[src/rtl/muldiv_pkg.sv]
// Shared encodings for the iterative multiply/divide unit: op codes and FSM states.
package muldiv_pkg;

  localparam logic [1:0] OP_MULT  = 2'b00;
  localparam logic [1:0] OP_MULTU = 2'b01;
  localparam logic [1:0] OP_DIV   = 2'b10;
  localparam logic [1:0] OP_DIVU  = 2'b11;

  typedef enum logic [1:0] {
    StIdle  = 2'b00,
    StCalc  = 2'b01,
    StFixup = 2'b10
  } state_e;

endpackage

[src/rtl/muldiv_unit.sv]
// Iterative radix-2 multiply / restoring divide with HI/LO result registers.
// Signed ops run on magnitudes; signs are reapplied in the FIXUP cycle.
module muldiv_unit
  import muldiv_pkg::*;
#(
  parameter int unsigned WIDTH = 32
) (
  input  logic             clk,
  input  logic             reset,
  input  logic             start,
  input  logic [1:0]       op,
  input  logic [WIDTH-1:0] rs_data,
  input  logic [WIDTH-1:0] rt_data,
  input  logic             kill,
  input  logic             hi_we,
  input  logic             lo_we,
  input  logic [WIDTH-1:0] wdata,
  output logic             busy,
  output logic             done,
  output logic [WIDTH-1:0] hi,
  output logic [WIDTH-1:0] lo,
  output logic             div_zero
);

  localparam int unsigned CntW = $clog2(WIDTH) + 1;
  localparam int unsigned AccW = 2 * WIDTH + 1;

  state_e             state_q, state_d;
  logic [CntW-1:0]    cnt_q, cnt_d;
  logic [AccW-1:0]    acc_q, acc_d;
  logic [WIDTH-1:0]   opnd_q, opnd_d;
  logic               is_div_q, is_div_d;
  logic               neg_lo_q, neg_lo_d;
  logic               neg_hi_q, neg_hi_d;
  logic               dz_q, dz_d;
  logic [WIDTH-1:0]   hi_q, hi_d;
  logic [WIDTH-1:0]   lo_q, lo_d;
  logic               done_q, done_d;
  logic               div_zero_q, div_zero_d;

  // Operand magnitudes; op[0]=0 selects the signed variants.
  logic               rs_neg, rt_neg;
  logic [WIDTH-1:0]   rs_mag, rt_mag;

  assign rs_neg = ~op[0] & rs_data[WIDTH-1];
  assign rt_neg = ~op[0] & rt_data[WIDTH-1];
  assign rs_mag = rs_neg ? -rs_data : rs_data;
  assign rt_mag = rt_neg ? -rt_data : rt_data;

  // Shift-add step: add multiplicand into the upper half when the low bit is set, shift right.
  logic [WIDTH:0]     mul_sum;
  logic [AccW-1:0]    mul_next;

  assign mul_sum  = acc_q[AccW-1:WIDTH] + {1'b0, (acc_q[0] ? opnd_q : {WIDTH{1'b0}})};
  assign mul_next = {1'b0, mul_sum, acc_q[WIDTH-1:1]};

  // Restoring step: shift left, trial-subtract divisor, keep it if no borrow.
  logic [AccW-1:0]    div_sh;
  logic [WIDTH+1:0]   div_diff;
  logic [AccW-1:0]    div_next;

  assign div_sh   = {acc_q[AccW-2:0], 1'b0};
  assign div_diff = {1'b0, div_sh[AccW-1:WIDTH]} - {2'b00, opnd_q};
  assign div_next = div_diff[WIDTH+1] ? div_sh
                                      : {div_diff[WIDTH:0], div_sh[WIDTH-1:1], 1'b1};

  logic [2*WIDTH-1:0] prod_fix;
  logic [WIDTH-1:0]   quo_fix, rem_fix;

  assign prod_fix = neg_lo_q ? -acc_q[2*WIDTH-1:0] : acc_q[2*WIDTH-1:0];
  assign quo_fix  = neg_lo_q ? -acc_q[WIDTH-1:0] : acc_q[WIDTH-1:0];
  assign rem_fix  = neg_hi_q ? -acc_q[2*WIDTH-1:WIDTH] : acc_q[2*WIDTH-1:WIDTH];

  always_comb begin
    state_d    = state_q;
    cnt_d      = cnt_q;
    acc_d      = acc_q;
    opnd_d     = opnd_q;
    is_div_d   = is_div_q;
    neg_lo_d   = neg_lo_q;
    neg_hi_d   = neg_hi_q;
    dz_d       = dz_q;
    hi_d       = hi_q;
    lo_d       = lo_q;
    done_d     = 1'b0;
    div_zero_d = div_zero_q;

    unique case (state_q)
      StIdle: begin
        if (hi_we) hi_d = wdata;
        if (lo_we) lo_d = wdata;
        if (start) begin
          is_div_d = op[1];
          opnd_d   = rt_mag;
          cnt_d    = '0;
          neg_lo_d = rs_neg ^ rt_neg;
          neg_hi_d = op[1] ? rs_neg : (rs_neg ^ rt_neg);
          if (op[1] && (rt_data == '0)) begin
            // Divide by zero bypasses the iterations; raw dividend goes to HI.
            dz_d    = 1'b1;
            acc_d   = {{(WIDTH + 1){1'b0}}, rs_data};
            state_d = StFixup;
          end else begin
            dz_d    = 1'b0;
            acc_d   = {{(WIDTH + 1){1'b0}}, rs_mag};
            state_d = StCalc;
          end
        end
      end
      StCalc: begin
        acc_d = is_div_q ? div_next : mul_next;
        cnt_d = cnt_q + CntW'(1);
        if (cnt_q == CntW'(WIDTH - 1)) state_d = StFixup;
      end
      StFixup: begin
        done_d  = 1'b1;
        state_d = StIdle;
        if (dz_q) begin
          hi_d       = acc_q[WIDTH-1:0];
          lo_d       = {WIDTH{1'b1}};
          div_zero_d = 1'b1;
        end else if (is_div_q) begin
          hi_d = rem_fix;
          lo_d = quo_fix;
        end else begin
          hi_d = prod_fix[2*WIDTH-1:WIDTH];
          lo_d = prod_fix[WIDTH-1:0];
        end
      end
      default: state_d = StIdle;
    endcase

    // Kill overrides everything: abandon the op and leave architectural state alone.
    if (kill) begin
      state_d    = StIdle;
      done_d     = 1'b0;
      hi_d       = hi_q;
      lo_d       = lo_q;
      div_zero_d = div_zero_q;
    end
  end

  always_ff @(posedge clk) begin
    if (!reset) begin
      state_q    <= StIdle;
      cnt_q      <= '0;
      acc_q      <= '0;
      opnd_q     <= '0;
      is_div_q   <= 1'b0;
      neg_lo_q   <= 1'b0;
      neg_hi_q   <= 1'b0;
      dz_q       <= 1'b0;
      hi_q       <= '0;
      lo_q       <= '0;
      done_q     <= 1'b0;
      div_zero_q <= 1'b0;
    end else begin
      state_q    <= state_d;
      cnt_q      <= cnt_d;
      acc_q      <= acc_d;
      opnd_q     <= opnd_d;
      is_div_q   <= is_div_d;
      neg_lo_q   <= neg_lo_d;
      neg_hi_q   <= neg_hi_d;
      dz_q       <= dz_d;
      hi_q       <= hi_d;
      lo_q       <= lo_d;
      done_q     <= done_d;
      div_zero_q <= div_zero_d;
    end
  end

  assign busy     = (state_q != StIdle);
  assign done     = done_q;
  assign hi       = hi_q;
  assign lo       = lo_q;
  assign div_zero = div_zero_q;

endmodule
[config.mk]
export PLATFORM = sky130hd
export DESIGN_NAME = muldiv_unit
export DESIGN_NICKNAME = d
export VERILOG_FILES = /design/src/rtl/muldiv_pkg.sv /design/src/rtl/muldiv_unit.sv
export SDC_FILE = /design/constraint.sdc
export NUM_CORES = 1
export LEC_CHECK = 0
export CAP_MARGIN = 20
export CELL_PAD_IN_SITES_DETAIL_PLACEMENT = 1
export CELL_PAD_IN_SITES_GLOBAL_PLACEMENT = 2
export CORE_MARGIN = 2
export CORE_UTILIZATION = 33
export CTS_CLUSTER_DIAMETER = 200
export DETAILED_ROUTE_END_ITERATION = 10
export PLACE_DENSITY_LB_ADDON = 0.05
export SKIP_LAST_GASP = 1
export SLEW_MARGIN = 20
export SYNTH_ARGS = -nofsm -noshare
export SYNTH_HDL_FRONTEND = slang
export SYNTH_SLANG_ARGS = --single-unit
[constraint.sdc]
create_clock -name clk -period 4.2 [get_ports clk]
set_input_delay 1.05 -clock clk [delete_from_list [all_inputs] [get_ports clk]]
set_output_delay 1.05 -clock clk [all_outputs]
set_load 0.02 [all_outputs]
---- Yosys cells after proc, flatten, opt, wreduce, memory -nomap -nowiden ----
Index checks and enable logic that the tools add are counted.
Widths: inputs -> output; s select.
cells by class
  add/sub/neg operators ................... 8
  equal/unequal tests ..................... 7
  multiplexer cells ....................... 28
  bitwise operators ....................... 6
  reductions and logical operators ........ 13
operators with widths
  operator             number
  $mux 32              12
  $mux 65              3
  $pmux 65 s2          1
  $neg 32->32          4
  $pmux 32 s2          2
  $mux 64              1
  $neg 64->64          1
  $sub 33x32->34       1
  $add 33x32->33       1
  $logic_not 32->1     1
  $pmux 6 s2           1
  $reduce_and 3->1     3
  $ne 2x2->1 const B   4
  $add 6x1->6 const B  1
  $eq 6x5->1 const B   1
  $mux 2               3
  $mux 6               1
  $reduce_and 2->1     3
  $reduce_bool 2->1    3
  $pmux 2 s2           1
  $mux 1               3
  $not 1->1            3
  $and 1x1->1          2
  $eq 2x1->1 const B   1
  5 further kinds      5
word-level totals
  register bits after elaboration ......... 175
  input bits .............................. 104
  output and inout port bits .............. 67
  logic and storage cells ................. 74

---- Longest topological paths before layout ----
Gate-level depths: netlist (run 1).
  depth in word-level cells ............... 6
  gate-level depth with buffers ........... 15
  depth with buffers taken out ............ 13

---- Least setup slack after synthesis (run 1) ----
Ideal clock, no wire load.
  path kind ............................... input to register
  from .................................... in rt_data[20]
  to ...................................... reg acc_q[28]
  setup time .............................. 0.070 ns
  arrival time ............................ 3.425 ns
  required time ........................... 4.130 ns
  path slack .............................. 0.706 ns
  stages .................................. 11
  buffers on the path ..................... 2
  cell sequence ........................... or4_1 -> or3_1 -> or2_2 -> o31a_1 -> and2_1 -> clkbuf_1 -> clkbuf_1 -> o41ai_1 -> xnor2_1 -> nand2_1 -> a21oi_1
on the way
  word-level cells in the longest chain between the ends .. 5
RTL lines
  element                 line                source
  start: declaration      muldiv_unit.sv:13   input logic [WIDTH-1:0] rt_data,
  $logic_not 32->1        muldiv_unit.sv:98   if (op[1] && (rt_data == '0)) begin
  $logic_and 1x1->1       muldiv_unit.sv:98
  $mux 32                 muldiv_unit.sv:98
  $mux 65                 muldiv_unit.sv:92   if (start) begin
  $pmux 65 s2             muldiv_unit.sv:88   unique case (state_q)
  end signal: assignment  muldiv_unit.sv:147  acc_q <= '0;
  end signal: assignment  muldiv_unit.sv:160  acc_q <= acc_d;
  end: declaration        muldiv_unit.sv:30   logic [AccW-1:0] acc_q, acc_d;
No other way between the ends. The select of a mux whose other input is x is not followed.
A chain may end at the register's enable or synchronous reset.

---- Worst setup path after layout (run 1) ----
  from .................................... reg acc_q[0]
  to ...................................... reg acc_q[58]
on the way
  word-level cells in the longest chain between the ends .. 4
RTL lines
  element         line                source
  $mux 32         muldiv_unit.sv:54   assign mul_sum = acc_q[AccW-1:WIDTH] + {1'b0, (acc_q[0] ? opnd_q : {WIDTH{1'b0}})};
  $add 33x32->33  muldiv_unit.sv:54
  $mux 65         muldiv_unit.sv:111  acc_d = is_div_q ? div_next : mul_next;
  $pmux 65 s2     muldiv_unit.sv:88
No other way between the ends.

==> impl_metrics.tcl, run 1 <==
set metrics [dict create \
    grt_setup_unrepaired "false" \
    cpMostUsedCell "buf_4" \
    crit_slowest_cell "a2111oi_0" \
    clk_pin_slew_ns 0.08 \
    setup_viol 0 \
    grt_max_degree 67 \
    yosysWarnings 0 \
    dieArea_um2 45470 \
    path_cells "inv_1, buf_4, nor2_1, ha_1, and4_1, nand3_1, a2111oi_0, buf_4, o31a_1, a21o_1, a41oi_1, xnor2_1, o22ai_1, o21ai_0" \
    cap_violations 0 \
    ctsHtreeMaxLevel 4 \
    synthXorXnorAreaFrac_pct 10.19 \
    power.density_nw_per_um2 290.6 \
    peakVddDrop_mv 0.2426 \
    grt_first_pass_wirelength_mm 91.94 \
    finalCriticalPeriod_ns 3.949 \
    cp.arrival_ns 4.35 \
    yosys.area.top_type_share_pct 24.25 \
    avgViaCountPerCell 5.649 \
    synth_seq_cells 175 \
    ys_async_sr_fraction_pct 0 \
    portBuffers 170 \
    drive_gt1_share_pct 8.394 \
    yosys.area_share.simple_pct 19.11 \
    start_kind "flip-flop" \
    setup_tns_ns 0 \
    wire_per_inst_um 22.82 \
    synth_top_family_by_area "compound AO/OA/AOI/OAI gates" \
    cp_data_required_time_ns 4.61 \
    place_inst 2626 \
    synth_cells 1921 \
    slew_violations 0 \
    track_usage_pct 26.76 \
    die_h_um 213.2 \
    critical_path.max_stage_delay_ns 0.69 \
    area_delta_synth_final_pct 22.46 \
    leakage_nw 7.081 \
    die-width_um 213.2 \
    outcome "finished clean" \
    endpoint_kind "flip-flop" \
    clock_skew_ns 0.01045 \
    cts_made_buffers 17 \
    synth_fp_nets 2096 \
    slew_headroom_pct 44.25 \
    hold_slack_ns 0.4539 \
    synth_adder_area_share_pct 6.253 \
    drc_errors 0 \
    ys_types 70 \
    dr.pass1.iters 5 \
    dpl-instance-area_um2 17040 \
    tightest_slew_ns 0.8350 \
    antenna_found_initial 0 \
    start_util_pct 33.46 \
    worstPathMaxFanout 10 \
    final_hold_viol_count 0 \
    synth_top_area_cell "dfxtp_1" \
    fin_area_um2 17690 \
    num_vias 15014 \
    ioPinCount 171 \
    clockBufferDepth 2 \
    finalCritPeriodShare_pct 94.03 \
    max_freq_ghz 0.2532 \
    drt_iter0_drc 835 \
    finalWirelength_mm 60.65 \
    diodes 0 \
    cts_hold_buf 0 \
    first_global_vias 15161 \
    coreArea_um2 43170 \
    synthTopCellsByArea "dfxtp_1, ha_1, o21ai_0" \
    fin_nets 2235 \
    synth.area.mux_share_pct 3.871 \
    clkLatencyLatePin_ns 0.47 \
    place.gp.congestion 0.9062 \
    synth_edf_count 0 \
    syn_area_um2 14450 \
    clock-sinks 175 \
    ys.flop_type "dfxtp_1" \
    antenna_left 0 \
    path_class "flip-flop to flip-flop" \
    synth_compound_area_share_pct 31.03 \
    ys_seq_area_share_pct 24.25 \
    cts_tree "built" \
    rows 76 \
    hold_path.class "flip-flop to flip-flop" \
    ctsRootBufferMaster "clkbuf_16" \
    grt.overflow.total 0 \
    hpwl_mm 47.30 \
    final_cells 2658 \
    synth_area_per_cell_um2 7.520 \
]
==> metrics by stage <==
step / util, % / worst slack (ns) / total power, mW
finish: 40.98 / 0.2509 / 5.141
global route: 40.98 / 0.01969 / 5.371
CTS: 40.97 / 0.2061 / 5.186
detailed placement: 39.46 / 0.1617 / 3.322
floorplan: - / 0.7056 / 2.708
global placement: 39.46 / 0.1851 / 3.303
==> power by group <==
part / leakage [nW] / internal (mW) / switching (mW)
clock: 0.317 / 1.02 / 0.836
sequential: 1.44 / 1.76 / 0.103
combinational: 5.33 / 0.586 / 0.832
==> cell families after synthesis <==
group | Yosys count
AOI/OAI and AO/OA | 670
and+or+nand+nor | 582
buffers and inverters | 201
DFF | 175
xor gates and xnor gates | 168
adders and majority gates | 71
muxes | 54
==> worst max-delay path, delay by kind of cell (launching register included) <==
kind,cells,cell delay [ns]
adder cells (fa/ha/maj),1,0.42
AO/OA/AOI/OAI,6,1.58
AND/OR/NAND/NOR,3,0.50
flip-flops,1,0.32
buffers and inverters,3,0.80
XOR/XNOR,1,0.26
==> path summary, 6_finish.rpt <==
check	cells past startpoint	slack, ns	from	endpoint
min	2	0.45	hi[21]	hi[21]
min reg2reg	2	0.45	hi[21]	hi[21]
max	14	0.25	acc_q[0]	acc_q[58]
max reg2reg	14	0.25	acc_q[0]	acc_q[58]
==> flip-flops by register name, indices dropped and copies added, names as in the netlist, 2 cells and up <==
signal	flops
state_q	2
acc_q	65
opnd_q	32
lo	32
cnt_q	6
hi	32
==> cell usage after synthesis, types with 37 or more instances <==
cell	count
nand3_1	37
nor2_1	137
mux2i_1	39
xor2_1	85
dfxtp_1	175
o211ai_1	38
a21oi_1	164
nand2_1	210
ha_1	69
inv_1	65
xnor2_1	83
o21ai_0	166
clkbuf_1	120
==> layout by cell type, fill, tap and decap left out, types with 21 or more instances in the layout <==
| cell type | count |
|---|---|
| nand2_1 | 210 |
| dfxtp_1 | 174 |
| clkdlybuf4s50_1 | 169 |
| o21ai_0 | 166 |
| a21oi_1 | 164 |
| nor2_1 | 137 |
| xor2_1 | 85 |
| buf_4 | 85 |
| xnor2_1 | 83 |
| ha_1 | 69 |
| inv_1 | 65 |
| mux2i_1 | 39 |
| o211ai_1 | 38 |
| nand3_1 | 37 |
| a21o_1 | 36 |
| o211a_1 | 30 |
| nor3_1 | 28 |
| nor2b_1 | 27 |
| o31ai_1 | 24 |
| nand2b_1 | 23 |
| a211oi_1 | 22 |
| and2_1 | 21 |
==> per-layer routing <==
layer	vias to the layer above	global-route usage (%)	share of wire, %
met4	0	8.142	2.5
met5	-	0	0
met1	7425	33.49	45
met2	243	47.74	50
li1	7288	-	-
met3	58	3.295	3.3
==> repair_timing <==
| item | in CTS | in global routing |
|---|---|---|
| gates resized for setup | 0 | 1 |
| endpoints found under the hold margin | 0 | 0 |
| endpoints found under the setup margin | 0 | 1 |
| buffers inserted | 0 | 0 |
==> cell type report <==
class,instances,area (um2)
Fill cell,5278,25480
Multi-Input combinational cell,1545,10200
Sequential cell,175,3505
Timing Repair Buffer,255,2350
Tap cell,585,732.0
Clock buffer,17,425.4
Inverter,66,247.7
Clock inverter,15,226.5
Power figures use the tool's default switching activity.
==> inputs of run 2 (changes only) <==
Settings changed: GPL_TIMING_DRIVEN set to 0.
==> run 2 against run 1 <==
Net effect:
- sequential share of layout area grew 0.18 points
- clock skew grew 0.0021 ns
- flip-flop and latch count is the same
- non-clock buffer count grew 49
- sequential power is essentially flat
- worst setup slack lost 0.098 ns
==> impl_metrics.tcl, run 2 (synthesis results as in run 1) <==
set metrics [dict create \
    cp.depth 11 \
    endpoint_kind "flip-flop" \
    tightest_slew_ns 1.088 \
    cts_made_buffers 17 \
    leakage_nw 6.809 \
    grt_setup_unrepaired "false" \
    antenna_found_initial 0 \
    clock-sinks 175 \
    hpwl_mm 53.21 \
    clkLatencyLatePin_ns 0.48 \
    hold_path.class "flip-flop to flip-flop" \
    path_class "input port to flip-flop" \
    setup_viol 0 \
    die-width_um 213.2 \
    power.density_nw_per_um2 288.3 \
    first_global_vias 16098 \
    rows 76 \
    cpMostUsedCell "clkbuf_1" \
    fin_area_um2 17540 \
    drt_iter0_drc 965 \
    grt_first_pass_wirelength_mm 99.22 \
    fin_nets 2284 \
    grt.overflow.total 0 \
    crit_slowest_cell "or4_1" \
    worst-path-buf-inv 3 \
    reg2regPathDepth 13 \
    ctsRootBufferMaster "clkbuf_16" \
    crit_end "acc_q[16]" \
    cts_hold_buf 0 \
    drive_gt1_share_pct 4.571 \
    start_kind "input port" \
    cap_violations 0 \
    worst_r2r_endpoint "acc_q[60]" \
    finalCritPeriodShare_pct 96.37 \
    outcome "finished clean" \
    num_vias 15654 \
    slew_headroom_pct 26.79 \
    finalWirelength_mm 66.23 \
    start_util_pct 33.46 \
    place.gp.congestion 0.9392 \
    avgViaCountPerCell 5.783 \
    dr.pass1.iters 5 \
    largest_reg_flops 65 \
    critical_path.max_stage_delay_ns 0.59 \
    cp.arrival_ns 4.38 \
    max_freq_ghz 0.2471 \
    dpl-instance-area_um2 16870 \
    clock_skew_ns 0.01257 \
    cp_data_required_time_ns 4.53 \
    clockBufferDepth 2 \
    drc_errors 0 \
    track_usage_pct 29.15 \
    coreArea_um2 43170 \
    clk_pin_slew_ns 0.07 \
    slew_violations 0 \
    mostFrequentLayoutCells "nand2_1, dfxtp_1, clkdlybuf4s50_1" \
    worstPathMaxFanout 10 \
    regMostFlops "acc_q" \
    final_util_pct 40.62 \
    die_h_um 213.2 \
    diodes 0 \
    ioPinCount 171 \
    final_hold_viol_count 0 \
    dieArea_um2 45470 \
    critPathTopFamily "simple AND/OR/NAND/NOR gates" \
    worstReg2RegStart "acc_q[0]" \
    critPathLaunch "rt_data[20]" \
    wire_per_inst_um 24.47 \
    cts_tree "built" \
    grt_max_degree 17 \
    portBuffers 169 \
    path_cells "clkdlybuf4s50_1, or4_1, or3_1, or2_2, o31a_1, and2_1, clkbuf_1, clkbuf_1, o31ai_1, xor2_1, a21oi_1" \
    antenna_left 0 \
    ctsHtreeMaxLevel 4 \
    peakVddDrop_mv 0.2612 \
    finalCriticalPeriod_ns 4.047 \
    layout_commonest_cell "nand2_1" \
    reg2reg_slack_ns 0.21 \
    area_delta_synth_final_pct 21.38 \
]
==> run 2: how the worst min path moves through the flow <==
| stage | cells after the start | end | startpoint | slack [ns] |
|---|---|---|---|---|
| 4_1_cts | 2 | hi[21] | hi[21] | 0.46 |
| 2_1_floorplan | 1 | cnt_q[3] | cnt_q[3] | 0.44 |
| 5_1_grt | 1 | hi[18] | hi[18] | 0.49 |
| 6_report | 2 | hi[21] | hi[21] | 0.45 |
| 3_3_place_gp | 2 | hi[21] | hi[21] | 0.44 |
| 3_5_place_dp | 2 | hi[21] | hi[21] | 0.45 |
==> run 2: metal layers <==
metal	GRT usage [%]	routed length (um)	vias up
met1	36.62	29250	7763
met5	0	0	-
li1	-	-	7396
met2	50.08	31540	391
met3	3.250	2526	104
met4	13.12	2917	0
==> run 2: area by class of cell <==
class                           instances  area (um2)
Multi-Input combinational cell       1545       10210
Clock buffer                           20       436.7
Tap cell                              585       732.0
Fill cell                            5443       25640
Inverter                               66       247.7
Timing Repair Buffer                  170        1699
Buffer                                134       524.3
Clock inverter                         12       182.7
Sequential cell                       175        3506
==> run 2: stage by stage <==
| step | hold WS [ns] | setup TNS, ns | setup slack (ns) | power (mW) | instances |
|---|---|---|---|---|---|
| 2_1_floorplan | 0.4439 | 0 | 0.7056 | 2.708 | 1921 |
| 3_3_place_gp | 0.4374 | -21.87 | -0.8387 | 3.298 | 2675 |
| 3_5_place_dp | 0.4501 | -25.29 | -0.9241 | 3.319 | 2675 |
| 4_1_cts | 0.4599 | 0 | 0.001010 | 5.074 | 2706 |
| 5_1_grt | 0.4888 | 0 | 0.0009273 | 5.275 | 2707 |
| 6_report | 0.4499 | 0 | 0.1525 | 5.056 | 2707 |
==> run 2: what timing repair did <==
item                                    in CTS  in global routing
buffers inserted                             0                  1
endpoints found under the setup margin      46                 40
gates resized for setup                      9                 12
pin swaps                                    0                  1
==> run 2: power by group <==
| part | total, mW | internal [mW] | switching [mW] |
|---|---|---|---|
| Sequential | 1.88 | 1.76 | 0.115 |
| Clock | 1.76 | 1.00 | 0.759 |
| Combinational | 1.42 | 0.552 | 0.863 |
| Total | 5.06 | 3.32 | 1.74 |
==> run 2: tightest hold or removal path: stages, from the launching register on <==
cell	delay (ns)
dfxtp_1	0.31
nand2_1	0.05
nand2_1	0.05
==> inputs of run 3 (changes only) <==
Settings changed: ABC_AREA set to 1, CORE_UTILIZATION 33 to 30, CTS_CLUSTER_DIAMETER 200 to unset, GPL_ROUTABILITY_DRIVEN set to 1.
==> run 3 against run 2 <==
Net effect:
- register-to-register slack better by 0.17 ns
- synthesized cell count up 63%
- clock power down 3%
- maximum frequency increased by 6.0%
- worst setup slack better by 0.23 ns
- critical endpoint is now acc_q[63]
- largest cell class unchanged
==> impl_metrics.tcl, run 3 <==
set metrics [dict create \
    path_class "flip-flop to flip-flop" \
    dpl-instance-area_um2 20140 \
    cts_made_buffers 17 \
    worstReg2RegStart "acc_q[0]" \
    start_kind "flip-flop" \
    dr.pass1.iters 5 \
    cap_violations 0 \
    cts_tree "built" \
    worst_r2r_endpoint "acc_q[63]" \
    reg2regPathDepth 19 \
    hpwl_mm 81.04 \
    clkLatencyLatePin_ns 0.50 \
    ys_seq_area_share_pct 20.03 \
    synth_edf_count 0 \
    syn_area_um2 17490 \
    critPathLaunch "acc_q[0]" \
    cts_hold_buf 0 \
    yosys-top-cells-count "nand2_1, inv_1, a21oi_1" \
    place.gp.congestion 0.9754 \
    start_util_pct 30.31 \
    num_vias 21618 \
    layout_commonest_cell "nand2_1" \
    whs_path_depth 1 \
    coreArea_um2 57700 \
    track_usage_pct 31.42 \
    die_h_um 245.4 \
    hold_start "cnt_q[5]" \
    synth.most_common_cell "nand2_1" \
    finalCriticalPeriod_ns 3.819 \
    drive_gt1_share_pct 3.697 \
    yosysWarnings 0 \
    setup_viol 0 \
    ys_async_sr_fraction_pct 0 \
    tightest_slew_ns 0.9989 \
    synthTopCellsByArea "dfxtp_1, nand2_1, a21oi_1" \
    grt_setup_unrepaired "false" \
    hold_slack_ns 0.4828 \
    avgViaCountPerCell 5.282 \
    cp_data_required_time_ns 4.54 \
    largest_reg_flops 65 \
    final_hold_viol_count 0 \
    finalCritPeriodShare_pct 90.93 \
    endpoint_kind "flip-flop" \
    cts_setup_buffers 0 \
    clock-sinks 175 \
    clock_skew_ns 0.02317 \
    grt_max_degree 19 \
    synth_fp_nets 3301 \
    clockBufferDepth 2 \
    hold_path.class "flip-flop to flip-flop" \
    slew_violations 0 \
    fin_area_um2 20740 \
    ys.flop_type "dfxtp_1" \
    synth_cells 3126 \
    rows 88 \
    slew_headroom_pct 33.41 \
    synth_top_area_cell "dfxtp_1" \
    drt_iter0_drc 1303 \
    antenna_left 0 \
    max_freq_ghz 0.2618 \
    reg2reg_slack_ns 0.38 \
    first_global_vias 22078 \
    synth_seq_cells 175 \
    ys_types 49 \
    drc_errors 0 \
    fin_ws_ns 0.3809 \
    worstPathMaxFanout 10 \
    finalWirelength_mm 95.34 \
    area_delta_synth_final_pct 18.61 \
    power.density_nw_per_um2 281.1 \
    cp.arrival_ns 4.16 \
    synth_area_per_cell_um2 5.594 \
    antenna_found_initial 0 \
    grt.overflow.total 0 \
    ioPinCount 171 \
    leakage_nw 9.611 \
    cts_resized 0 \
    yosys.area.top_type_share_pct 20.03 \
    mostFrequentLayoutCells "nand2_1, inv_1, a21oi_1" \
    worstHoldEndpoint "cnt_q[5]" \
    die-width_um 245.4 \
    portBuffers 169 \
    ctsHtreeMaxLevel 4 \
    regMostFlops "acc_q" \
    peakVddDrop_mv 0.3450 \
    wire_per_inst_um 23.29 \
    outcome "finished clean" \
    clk_pin_slew_ns 0.08 \
    grt_first_pass_wirelength_mm 140.7 \
    ctsRootBufferMaster "clkbuf_16" \
    setup_tns_ns 0 \
    dp_slack_ns 0.3538 \
    fin_nets 3489 \
    dieArea_um2 60240 \
]
==> run 3: cell count changes after synthesis, sizes merged, moves of 28 or more <==
cell | before | now
a21o | 36 | 3
nand2 | 210 | 871
mux2i | 39 | 0
o21ai | 167 | 299
o211a | 30 | 0
nand4 | 6 | 34
nor2b | 29 | 0
inv | 65 | 409
a21oi | 164 | 327
xnor2 | 83 | 19
clkbuf | 120 | 87
nand3 | 37 | 255
nor2 | 137 | 336
==> run 3: cell type report <==
class	count	area [um2]
diodes	1	2.502
plain buffers	120	511.7
clock buffers	18	439.2
clock inverters	14	160.2
fillers	7853	36950
inverters	412	1546
multi-input cells	2419	11930
flip-flops and latches	175	3503
well taps	765	957.2
repair buffers	169	1692
==> run 3: power breakdown <==
group	switching [mW]	total [mW]	internal, mW
clock	0.836	1.70	0.864
sequential	0.155	1.93	1.77
combinational	1.52	2.20	0.680
total	2.51	5.83	3.32
==> run 3: how the worst max path moves through the flow <==
stage           endpoint  slack, ns  cells after the start
3_3_place_gp   acc_q[63]       0.41                     19
6_report       acc_q[63]       0.38                     19
5_1_grt        acc_q[53]       0.05                     20
2_1_floorplan  acc_q[55]       1.67                     21
4_1_cts        acc_q[63]       0.33                     19
3_5_place_dp   acc_q[63]       0.35                     19
==> run 3: cells by family (layout without fill, tap and decap cells) <==
family	after synthesis	in the layout	synth area share [%]
other cells	0	1	0
compound gates	687	687	20.80
simple gates	1581	1581	38.23
fa+ha+maj	71	71	5.166
buf+inv	532	733	11.77
xor+xnor	80	80	4.007
flops	175	175	20.03
==> run 3: metrics by stage <==
stage	util (%)	power, mW	instances
global placement	34.90	4.112	4060
detailed placement	34.91	4.145	4060
floorplan	-	3.185	3126
CTS	35.95	5.844	4092
global route	35.95	6.123	4092
finish	35.95	5.832	4093
==> run 3: metal layers <==
| metal | up-vias | GRT usage (%) | share of wire (%) | routed length, um |
|---|---|---|---|---|
| met5 | - | 0 | 0 | 0 |
| met4 | 0 | 16.45 | 5.5 | 5252 |
| met3 | 155 | 2.543 | 3.0 | 2892 |
| met2 | 459 | 55.43 | 49 | 46390 |
| met1 | 10443 | 37.95 | 43 | 40810 |
| li1 | 10561 | - | - | - |
==> run 3: critical path, cell delays in order (launching register included) <==
cell and delay [ns]:
dfxtp_1 0.31, buf_2 0.37, buf_1 0.65, nand2_1 0.12, inv_1 0.08, ha_1 0.19, inv_1 0.10, fa_1 0.40
inv_1 0.10, nand3_1 0.08, nand3_1 0.21, nand2_1 0.08, nand3_1 0.15, nand2_1 0.07, nand2_1 0.18, nand2_1 0.11
nand3_1 0.09, nand3_1 0.13, nand3_1 0.16, a21oi_1 0.08
